## src/rtl/sdram_avm_mport_bridge.sv

```systemverilog
// ---------------------------------------------------------------------------
// sdram_avm_mport_bridge
// Multi-port bridge from narrow client ports to a single Avalon-MM SDRAM
// master. Client accesses are placed into one lane of the wide SDRAM word
// with lane byte-enables. Clients are arbitrated round-robin. Reads are
// pipelined with up to MAX_PENDING outstanding, and each return is steered
// to the port that issued it.
//
// Ports:
//   i_clk, i_rst_n          clock, asynchronous active-low reset
//   i_req/i_we/i_addr/i_wdata   per-port request, slice p belongs to port p
//   o_ready                 combinational accept strobe (one-hot or zero)
//   o_wdone                 1-cycle pulse when a port's write is taken by SDRAM
//   o_rvalid/o_rdata        1-cycle per-port pulse with shared read data
//   o_err                   sticky: readdatavalid seen with nothing outstanding
//   o_avm_* / i_avm_*       Avalon-MM master towards the SDRAM controller
// ---------------------------------------------------------------------------
module sdram_avm_mport_bridge #(
    parameter int unsigned DATA_W      = 16,
    parameter int unsigned AVM_DATA_W  = 32,
    parameter int unsigned ADDR_W      = 26,
    parameter int unsigned NUM_PORTS   = 2,
    parameter int unsigned MAX_PENDING = 4
) (
    input  logic                                                 i_clk,
    input  logic                                                 i_rst_n,
    input  logic [NUM_PORTS-1:0]                                 i_req,
    input  logic [NUM_PORTS-1:0]                                 i_we,
    input  logic [NUM_PORTS*ADDR_W-1:0]                          i_addr,
    input  logic [NUM_PORTS*DATA_W-1:0]                          i_wdata,
    output logic [NUM_PORTS-1:0]                                 o_ready,
    output logic [NUM_PORTS-1:0]                                 o_wdone,
    output logic [NUM_PORTS-1:0]                                 o_rvalid,
    output logic [DATA_W-1:0]                                    o_rdata,
    output logic                                                 o_err,
    output logic [ADDR_W-((AVM_DATA_W/DATA_W > 1) ? $clog2(AVM_DATA_W/DATA_W) : 0)-1:0] o_avm_address,
    output logic [AVM_DATA_W/8-1:0]                              o_avm_byteenable,
    output logic                                                 o_avm_chipselect,
    output logic [AVM_DATA_W-1:0]                                o_avm_writedata,
    output logic                                                 o_avm_read,
    output logic                                                 o_avm_write,
    input  logic [AVM_DATA_W-1:0]                                i_avm_readdata,
    input  logic                                                 i_avm_readdatavalid,
    input  logic                                                 i_avm_waitrequest
);

    localparam int unsigned LANES   = AVM_DATA_W / DATA_W;
    localparam int unsigned LANE_W  = (LANES > 1) ? $clog2(LANES) : 0;
    localparam int unsigned LANE_WS = (LANE_W > 0) ? LANE_W : 1;
    localparam int unsigned PID_W   = (NUM_PORTS > 1) ? $clog2(NUM_PORTS) : 1;
    localparam int unsigned BE_W    = AVM_DATA_W / 8;
    localparam int unsigned LANE_BE = DATA_W / 8;
    localparam int unsigned WADDR_W = ADDR_W - LANE_W;
    localparam int unsigned PTR_W   = (MAX_PENDING > 1) ? $clog2(MAX_PENDING) : 1;
    localparam int unsigned CNT_W   = $clog2(MAX_PENDING + 1);

    // Command slot (the Avalon outputs are the slot registers themselves)
    logic                  rd_q, rd_d;
    logic                  wr_q, wr_d;
    logic [WADDR_W-1:0]    waddr_q, waddr_d;
    logic [BE_W-1:0]       be_q, be_d;
    logic [AVM_DATA_W-1:0] wdata_q, wdata_d;
    logic [PID_W-1:0]      slot_port_q, slot_port_d;

    // Arbiter, completion and read-tracking state
    logic [PID_W-1:0]      rr_q, rr_d;
    logic [NUM_PORTS-1:0]  wdone_q, wdone_d;
    logic [NUM_PORTS-1:0]  rvalid_q, rvalid_d;
    logic [DATA_W-1:0]     rdata_q, rdata_d;
    logic                  err_q, err_d;
    logic [CNT_W-1:0]      cnt_q, cnt_d;
    logic [PTR_W-1:0]      wptr_q, wptr_d;
    logic [PTR_W-1:0]      rptr_q, rptr_d;
    logic [PID_W-1:0]      tag_port_q [MAX_PENDING];
    logic [LANE_WS-1:0]    tag_lane_q [MAX_PENDING];

    // Arbitration / selection signals
    logic [NUM_PORTS-1:0]  elig;
    logic                  win_found;
    logic [PID_W-1:0]      win;
    logic                  rd_room;
    logic                  slot_free;
    logic                  retire;
    logic                  accept;
    logic                  sel_we;
    logic [ADDR_W-1:0]     sel_addr;
    logic [DATA_W-1:0]     sel_data;
    logic [LANE_WS-1:0]    sel_lane;
    logic                  push;
    logic                  pop;
    logic [PID_W-1:0]      rd_port;
    logic [LANE_WS-1:0]    rd_lane;

    assign rd_room   = (cnt_q < CNT_W'(MAX_PENDING));
    assign retire    = (rd_q | wr_q) & ~i_avm_waitrequest;
    assign slot_free = ~(rd_q | wr_q) | retire;

    // Round-robin pick: first eligible port at or after the pointer
    always_comb begin
        int unsigned k;
        k         = 0;
        elig      = '0;
        win_found = 1'b0;
        win       = '0;
        for (int p = 0; p < NUM_PORTS; p++) begin
            elig[p] = i_req[p] & (i_we[p] | rd_room);
        end
        for (int unsigned i = 0; i < NUM_PORTS; i++) begin
            k = 32'(rr_q) + i;
            if (k >= NUM_PORTS) begin
                k = k - NUM_PORTS;
            end
            if (!win_found && elig[PID_W'(k)]) begin
                win_found = 1'b1;
                win       = PID_W'(k);
            end
        end
    end

    assign accept  = win_found & slot_free;
    assign o_ready = accept ? (NUM_PORTS'(1) << win) : '0;

    // Mux out the winning port's request fields
    always_comb begin
        sel_we   = 1'b0;
        sel_addr = '0;
        sel_data = '0;
        for (int p = 0; p < NUM_PORTS; p++) begin
            if (PID_W'(p) == win) begin
                sel_we   = i_we[p];
                sel_addr = i_addr[p*ADDR_W +: ADDR_W];
                sel_data = i_wdata[p*DATA_W +: DATA_W];
            end
        end
    end

    // Lane index within the SDRAM word; a single-lane word has only lane 0
    generate
        if (LANE_W > 0) begin : g_lane
            assign sel_lane = sel_addr[LANE_W-1:0];
        end else begin : g_nolane
            assign sel_lane = '0;
        end
    endgenerate

    assign push    = accept & ~sel_we;
    assign pop     = i_avm_readdatavalid & (cnt_q != '0);
    assign rd_port = tag_port_q[rptr_q];
    assign rd_lane = tag_lane_q[rptr_q];

    // Next-state logic for slot, arbiter pointer, completions and read tracking
    always_comb begin
        rd_d        = rd_q;
        wr_d        = wr_q;
        waddr_d     = waddr_q;
        be_d        = be_q;
        wdata_d     = wdata_q;
        slot_port_d = slot_port_q;
        rr_d        = rr_q;
        wdone_d     = '0;
        rvalid_d    = '0;
        rdata_d     = rdata_q;
        err_d       = err_q;
        cnt_d       = cnt_q + CNT_W'(push) - CNT_W'(pop);
        wptr_d      = wptr_q;
        rptr_d      = rptr_q;

        if (accept) begin
            rd_d        = ~sel_we;
            wr_d        = sel_we;
            waddr_d     = sel_addr[ADDR_W-1:LANE_W];
            be_d        = BE_W'({LANE_BE{1'b1}}) << (sel_lane * LANE_BE);
            wdata_d     = sel_we ? (AVM_DATA_W'(sel_data) << (sel_lane * DATA_W)) : '0;
            slot_port_d = win;
            rr_d        = (win == PID_W'(NUM_PORTS - 1)) ? '0 : PID_W'(win + 1'b1);
        end else if (retire) begin
            rd_d = 1'b0;
            wr_d = 1'b0;
        end

        if (wr_q && !i_avm_waitrequest) begin
            wdone_d = NUM_PORTS'(1) << slot_port_q;
        end

        if (push) begin
            wptr_d = (wptr_q == PTR_W'(MAX_PENDING - 1)) ? '0 : PTR_W'(wptr_q + 1'b1);
        end

        if (pop) begin
            rptr_d   = (rptr_q == PTR_W'(MAX_PENDING - 1)) ? '0 : PTR_W'(rptr_q + 1'b1);
            rvalid_d = NUM_PORTS'(1) << rd_port;
            rdata_d  = DATA_W'(i_avm_readdata >> (rd_lane * DATA_W));
        end

        // A return with nothing outstanding is flagged and otherwise dropped
        if (i_avm_readdatavalid && (cnt_q == '0)) begin
            err_d = 1'b1;
        end
    end

    // State registers
    always_ff @(posedge i_clk or negedge i_rst_n) begin
        if (!i_rst_n) begin
            rd_q        <= 1'b0;
            wr_q        <= 1'b0;
            waddr_q     <= '0;
            be_q        <= '0;
            wdata_q     <= '0;
            slot_port_q <= '0;
            rr_q        <= '0;
            wdone_q     <= '0;
            rvalid_q    <= '0;
            rdata_q     <= '0;
            err_q       <= 1'b0;
            cnt_q       <= '0;
            wptr_q      <= '0;
            rptr_q      <= '0;
        end else begin
            rd_q        <= rd_d;
            wr_q        <= wr_d;
            waddr_q     <= waddr_d;
            be_q        <= be_d;
            wdata_q     <= wdata_d;
            slot_port_q <= slot_port_d;
            rr_q        <= rr_d;
            wdone_q     <= wdone_d;
            rvalid_q    <= rvalid_d;
            rdata_q     <= rdata_d;
            err_q       <= err_d;
            cnt_q       <= cnt_d;
            wptr_q      <= wptr_d;
            rptr_q      <= rptr_d;
        end
    end

    // Read tag FIFO storage: {port, lane} of each accepted read, in order
    always_ff @(posedge i_clk or negedge i_rst_n) begin
        if (!i_rst_n) begin
            for (int i = 0; i < MAX_PENDING; i++) begin
                tag_port_q[i] <= '0;
                tag_lane_q[i] <= '0;
            end
        end else if (push) begin
            tag_port_q[wptr_q] <= win;
            tag_lane_q[wptr_q] <= sel_lane;
        end
    end

    assign o_avm_read       = rd_q;
    assign o_avm_write      = wr_q;
    assign o_avm_address    = waddr_q;
    assign o_avm_byteenable = be_q;
    assign o_avm_writedata  = wdata_q;
    assign o_avm_chipselect = 1'b1;
    assign o_wdone          = wdone_q;
    assign o_rvalid         = rvalid_q;
    assign o_rdata          = rdata_q;
    assign o_err            = err_q;

endmodule

```

## config.mk

```make
export PLATFORM = sky130hd
export DESIGN_NAME = sdram_avm_mport_bridge
export DESIGN_NICKNAME = d
export VERILOG_FILES = /design/src/rtl/sdram_avm_mport_bridge.sv
export SDC_FILE = /design/constraint.sdc
export NUM_CORES = 1
export LEC_CHECK = 0
export BUFFER_PORTS_ARGS = -buffer_cell sky130_fd_sc_hd__buf_4
export CORE_ASPECT_RATIO = 1.1
export CORE_UTILIZATION = 45
export CTS_CLUSTER_DIAMETER = 80
export DETAILED_ROUTE_END_ITERATION = 10
export PLACE_DENSITY = 0.8
export SYNTH_ARGS = -nofsm -noshare
export SYNTH_HDL_FRONTEND = slang
export SYNTH_SLANG_ARGS = --single-unit
```

## constraint.sdc

```tcl
create_clock -name i_clk -period 3.35 [get_ports i_clk]
set_clock_uncertainty 0.15 [all_clocks]
set_input_delay 0.1675 -clock i_clk [delete_from_list [all_inputs] [get_ports i_clk]]
set_output_delay 0.1675 -clock i_clk [all_outputs]
set_load 0.1 [all_outputs]
```

# Yosys cells after proc, flatten, opt, wreduce, memory -nomap -nowiden
# Cells that the tools add are included.
[totals]
output_inout_bits = 87
register_bits = 101
wordCells = 103
inputBits = 124
[classes]
shifts = 6
n_addsub = 8
n_bitwise = 15
muxes = 33
n_reduce_logical = 9
order_cmp = 8
n_eq_ne = 2
[ops]
columns = ["op", "n"]
rows = [
  ["2-to-1 mux 32 bit", 1],
  ["<< shifter 16 x 5 -> 32 bit", 1],
  ["right shift 32 x 5 -> 16 bit", 1],
  ["2-to-1 mux 26 bit", 1],
  ["2-to-1 mux 1 bit", 20],
  ["2-to-1 mux 16 bit", 1],
  ["2-to-1 mux 2 bit", 5],
  ["bitwise mux 4 bit", 2],
  ["AND 1 bit", 6],
  [">= comparator 3 bit, second input constant", 2],
  ["inverter 2 -> 3 bit", 2],
  ["<< shifter 1 x 1 -> 2 bit, first input constant", 3],
  ["adder 2 x 1 -> 2 bit, second input constant", 2],
  ["binary-select mux 1 bit (select 2 bit)", 2],
  ["equality test 2 bit, second input constant", 2],
  ["logical AND 1 bit", 4],
  ["< comparator 1 x 2 -> 1 bit, second input constant", 2],
  ["bitwise OR 1 bit", 4],
  ["<< shifter 2 x 2 -> 4 bit, first input constant", 1],
  ["adder 3 x 1 -> 3 bit", 1],
  ["logical NOT 3 bit", 1],
  ["< comparator 3 x 1 -> 1 bit, second input constant", 1],
  ["< comparator 3 bit, second input constant", 1],
  ["inverter 1 bit", 3],
  ["10 further kinds", 12],
]

# Logic depth before layout (Yosys ltp)
[logic_depth]
depth_word = 14
depth_mapped = 12
mapped_depth_nobuf = 10

# Worst setup path after synthesis
# Ideal clock, no wire load.
[synth_path]
path_kind = "reg2out"
startpoint = "register wr_q, in the netlist o_avm_write"
endpoint = "output port o_ready[0]"
stages_incl_launch_ff = 5
arrival_time_ns = 2.786
path_buffers = 1
path_slack_ns = 0.247
required_time_ns = 3.032
cell_sequence = "dfrtp_1 > o21ai_4 > o21ai_2 > clkbuf_1 > nor2_1"
[synth_via]
elab_chain_cells = 5
elab_cells_between_ends = 6
cone_classes = "mux: 1; bitwise: 5"
[synth_rtl]
columns = ["element", "line", "rtl"]
rows = [
  ["from (decl)", "59", "logic wr_q, wr_d;"],
  ["from (signal assigned)", "220", "wr_q <= wr_d;"],
  ["bitwise OR 1 bit *", "95, 96", ""],
  ["AND 1 bit or inverter 1 bit (tied branches)", "95, 96", ""],
  ["bitwise OR 1 bit *", "96", "assign slot_free = ~(rd_q | wr_q) | retire;"],
  ["AND 1 bit *", "120", "assign accept = win_found & slot_free;"],
  ["2-to-1 mux 2 bit *", "121", "assign o_ready = accept ? (NUM_PORTS'(1) << win) : '0;"],
  ["to (decl)", "31", "output logic [NUM_PORTS-1:0] o_ready,"],
]
# Mark *: on every way between the ends. The rest lies on a longest branch, timed or not.

# Worst setup path in the final report
[layout_path]
startpoint = "register cnt_q[2]"
endpoint = "register cnt_q[2]"
[layout_via]
elab_chain_cells = 14
elab_cells_between_ends = 23
cone_classes = "add/sub: 2; order compare: 1; mux: 9; bitwise: 8; reduce/logical: 3"
[layout_rtl]
columns = ["element", "line", "rtl"]
rows = [
  ["from (decl)", "71", "logic [CNT_W-1:0] cnt_q, cnt_d;"],
  ["from (signal assigned)", "230", "cnt_q <= cnt_d;"],
  ["< comparator 3 bit", "94", "assign rd_room = (cnt_q < CNT_W'(MAX_PENDING));"],
  ["bitwise OR 1 bit", "106", "elig[p] = i_req[p] & (i_we[p] | rd_room);"],
  ["AND 1 bit", "106", ""],
  ["2-to-1 mux 1 bit (not written as such) (2 in series)", "113", "if (!win_found && elig[PID_W'(k)]) begin"],
  ["2-to-1 mux 1 bit", "113", ""],
  ["logical NOT 1 bit", "113", ""],
  ["logical AND 1 bit", "113", ""],
  ["2-to-1 mux 1 bit", "113", ""],
  ["2-to-1 mux 1 bit", "129", "if (PID_W'(p) == win) begin"],
  ["inverter 1 bit", "146", "assign push = accept & ~sel_we;"],
  ["AND 1 bit", "146", ""],
  ["adder 3 x 1 -> 3 bit", "164", "cnt_d = cnt_q + CNT_W'(push) - CNT_W'(pop);"],
  ["subtractor 3 x 1 -> 3 bit *", "164", ""],
  ["named net cnt_d[2]", "71", ""],
]
# Mark *: on every way through the listed nets, which the timed path passes. The rest lies on a longest branch. The select of a mux whose other input is x is not followed.
# A chain may end at the register's enable or synchronous reset.

==> flow_metrics.env <==
export IMPL_die_area_um2=11700
export IMPL_die_h_um=113
export IMPL_cap_violations=0
export IMPL_post_synth_cell_area_avg_um2=11.4
export IMPL_drt_wl_total_um=13100
export IMPL_cts_tree="built"
export IMPL_grt_pass1_wl_um=20500
export IMPL_drt_pass1_iter_count=4
export IMPL_rows=40
export IMPL_groute_layer_met3_usage_pct=5.06
export IMPL_slowest_stage="dfrtp_1"
export IMPL_synth_edff_count=0
export IMPL_drive_above_1_share_pct=44.1
export IMPL_portBuffers=209
export IMPL_crit_arrival_ns=2.82
export IMPL_crit_family="adder cells"
export IMPL_clkSinkCount=99
export IMPL_synthFlopType="dfrtp_1"
export IMPL_use_met1_pct=27.9
export IMPL_gp_congestion=0.774
export IMPL_ys_seq_elements=99
export IMPL_path_cells="o21ba_2, o21a_1, o21ai_1, ha_1, inv_1, ha_1, inv_1, fa_1, xnor2_1, xnor2_1"
export IMPL_period_share_pct=82.2
export IMPL_grt_busiest_layer="met2"
export IMPL_num_antenna_cells=0
export IMPL_crit_type="flip-flop to flip-flop"
export IMPL_drc=0
export IMPL_tns_ns=0
export IMPL_grt_max_degree=62
export IMPL_cts_clk_slew_worst_paths_ns=0.06
export IMPL_ys_types=41
export IMPL_start_util_pct=46.3
export IMPL_tightest_slew_ns=1.03
export IMPL_ios=211
export IMPL_maxSlewHeadroom_pct=31.6
export IMPL_num_vias=4290
export IMPL_cp_max_fo=8
export IMPL_cts_buffer_depth=2
export IMPL_period_minus_slack_ns=2.75
export IMPL_post_drt_wl_per_cell_um=16.2
export IMPL_design_area_um2=7230
export IMPL_ys_warn_count=0
export IMPL_core_um2=11000
export IMPL_slew_viol_final=0
export IMPL_netlist_top_cells_area="dfrtp_1 49%, o31ai_2 7.9%, mux2i_1 6.3%"
export IMPL_worstSkewPairLatency_ns=0.33
export IMPL_post_cts_buffers=0
export IMPL_ys_top_cells_by_count="99 x dfrtp_1, 53 x nand2_1, 32 x mux2i_1, 32 x o31ai_2, 31 x inv_1"
export IMPL_placed_cell_area_um2=6650
export IMPL_nets=785
export IMPL_syn_nets=577
export IMPL_syn_instance_count=445
export IMPL_cp_slowest_stage_delay_ns=0.45
export IMPL_finalSetupViolCount=0
export IMPL_yosysMostFrequentCell="dfrtp_1"
export IMPL_critPathLaunchType="flip-flop"
export IMPL_grt_overflow_total=0
export IMPL_synth_top_cell_area_share_pct=48.8
export IMPL_drtAntennaViolNets=0
export IMPL_fmax_mhz=363
export IMPL_drtIter0Drc=122
export IMPL_antenna_found_initial=0
export IMPL_clock_root_buffer="clkbuf_16"
export IMPL_end_kind="flip-flop"
export IMPL_via_per_inst=5.33
export IMPL_syn_area_um2=5070
export IMPL_seq_area_frac_synth_pct=48.8
export IMPL_hold_buffers=22
export IMPL_cts_buffers=9
export IMPL_grt_pass1_vias=4244
export IMPL_rsz0062_at_grt="no"
export IMPL_htreeDepth=3
export IMPL_grtUsageMet2_pct=39.9
export IMPL_status="finished clean"
export IMPL_dp_hpwl_um=9390
export IMPL_area_growth_pct=42.5
export IMPL_yosys_area_top_type="dfrtp_1"
export IMPL_die_w_um=103
export IMPL_hold_class="input pin to flip-flop"
export IMPL_hold_viol=0
export IMPL_grt_usage_pct=22.6
export IMPL_cp_buffers_inverters=2
export IMPL_worst_ep_required_time_ns=3.41
export IMPL_ctsResizeCount=0
export IMPL_synthArstFlopShare_pct=100
## worst register-to-register path: cells and delay by family, from the launching register on
family                   cells  cell delay, ns
flip-flops                   1            0.45
buffers and inverters        2            0.11
XOR/XNOR                     2            0.27
AO/OA/AOI/OAI                3            0.80
adder cells (fa/ha/maj)      3            0.85
## flip-flops by register name (all words and copies together), names as in the netlist
signal,flops
o_rvalid,2
o_avm_byteenable,2
rr_q,1
o_avm_writedata,32
o_wdone,2
o_rdata,16
slot_port_q,1
tag_lane_q,4
cnt_q,3
o_err,1
o_avm_address,25
rptr_q,2
o_avm_write,1
wptr_q,2
o_avm_read,1
tag_port_q,4
## kinds of logic (layout without fill, tap and decap cells)
family | after synthesis | count (layout) | synth area share (%)
mux | 47 | 47 | 10.4
xor+xnor | 2 | 2 | 0.345
buf+inv | 75 | 288 | 7.38
simple gates | 72 | 72 | 6.22
other cells | 1 | 1 | 0.0739
fa+ha+maj | 8 | 8 | 2.12
flops | 99 | 99 | 48.8
compound gates | 141 | 141 | 24.6
## final timing paths
kind | from | endpoint | slack (ns) | cells after the start
worst min register to register | o_err | o_err | 0.31 | 1
worst min-delay path | i_avm_readdata[10] | o_rdata[10] | 0.01 | 3
max in group asynchronous | i_rst_n | o_avm_address[17] | 2.06 | 3
worst max register to register | cnt_q[2] | cnt_q[2] | 0.60 | 10
min in group asynchronous | i_rst_n | o_avm_writedata[6] | 0.20 | 2
worst max-delay path | cnt_q[2] | cnt_q[2] | 0.60 | 10
## routing by layer
| layer | part of all wire (%) | routed length (um) |
|---|---|---|
| met1 | 40 | 5280 |
| met2 | 51 | 6680 |
| met3 | 7.3 | 950 |
| met4 | 1.1 | 138 |
| met5 | 0 | 0 |
## cell usage in the layout (no fill, tap or decap), types with 6 or more instances in the layout
master,n
a22o_1,26
buf_4,219
clkbuf_16,9
dfrtp_1,99
dlygate4sd3_1,22
ha_1,7
inv_1,31
mux2_2,11
mux2i_1,32
nand2_1,53
nor2_1,6
o2111ai_1,25
o21ai_0,17
o31ai_1,26
o31ai_2,32
## through the flow
stage / util (%) / hold WS [ns] / worst slack (ns) / cells
after floorplan: - / -0.278 / 0.247 / 445
final: 65.9 / 0.0127 / 0.595 / 805
after CTS: 65.9 / 0.00834 / 0.571 / 805
after detailed placement: 60.7 / 0.0284 / 0.567 / 767
after global placement: 60.7 / 0.0292 / 0.693 / 767
after global routing: 65.9 / 0.0292 / 0.415 / 805
## layout make-up
cell class | count | area, um2
clock buffers | 10 | 239
clock inverters | 6 | 113
fillers | 886 | 3730
inverters | 31 | 116
multi-input cells | 271 | 2230
flip-flops and latches | 99 | 2480
well taps | 147 | 184
repair buffers | 241 | 1860
Power is not shown: default switching activity piles up to over one toggle a cycle in this logic, so the estimate is an artifact.
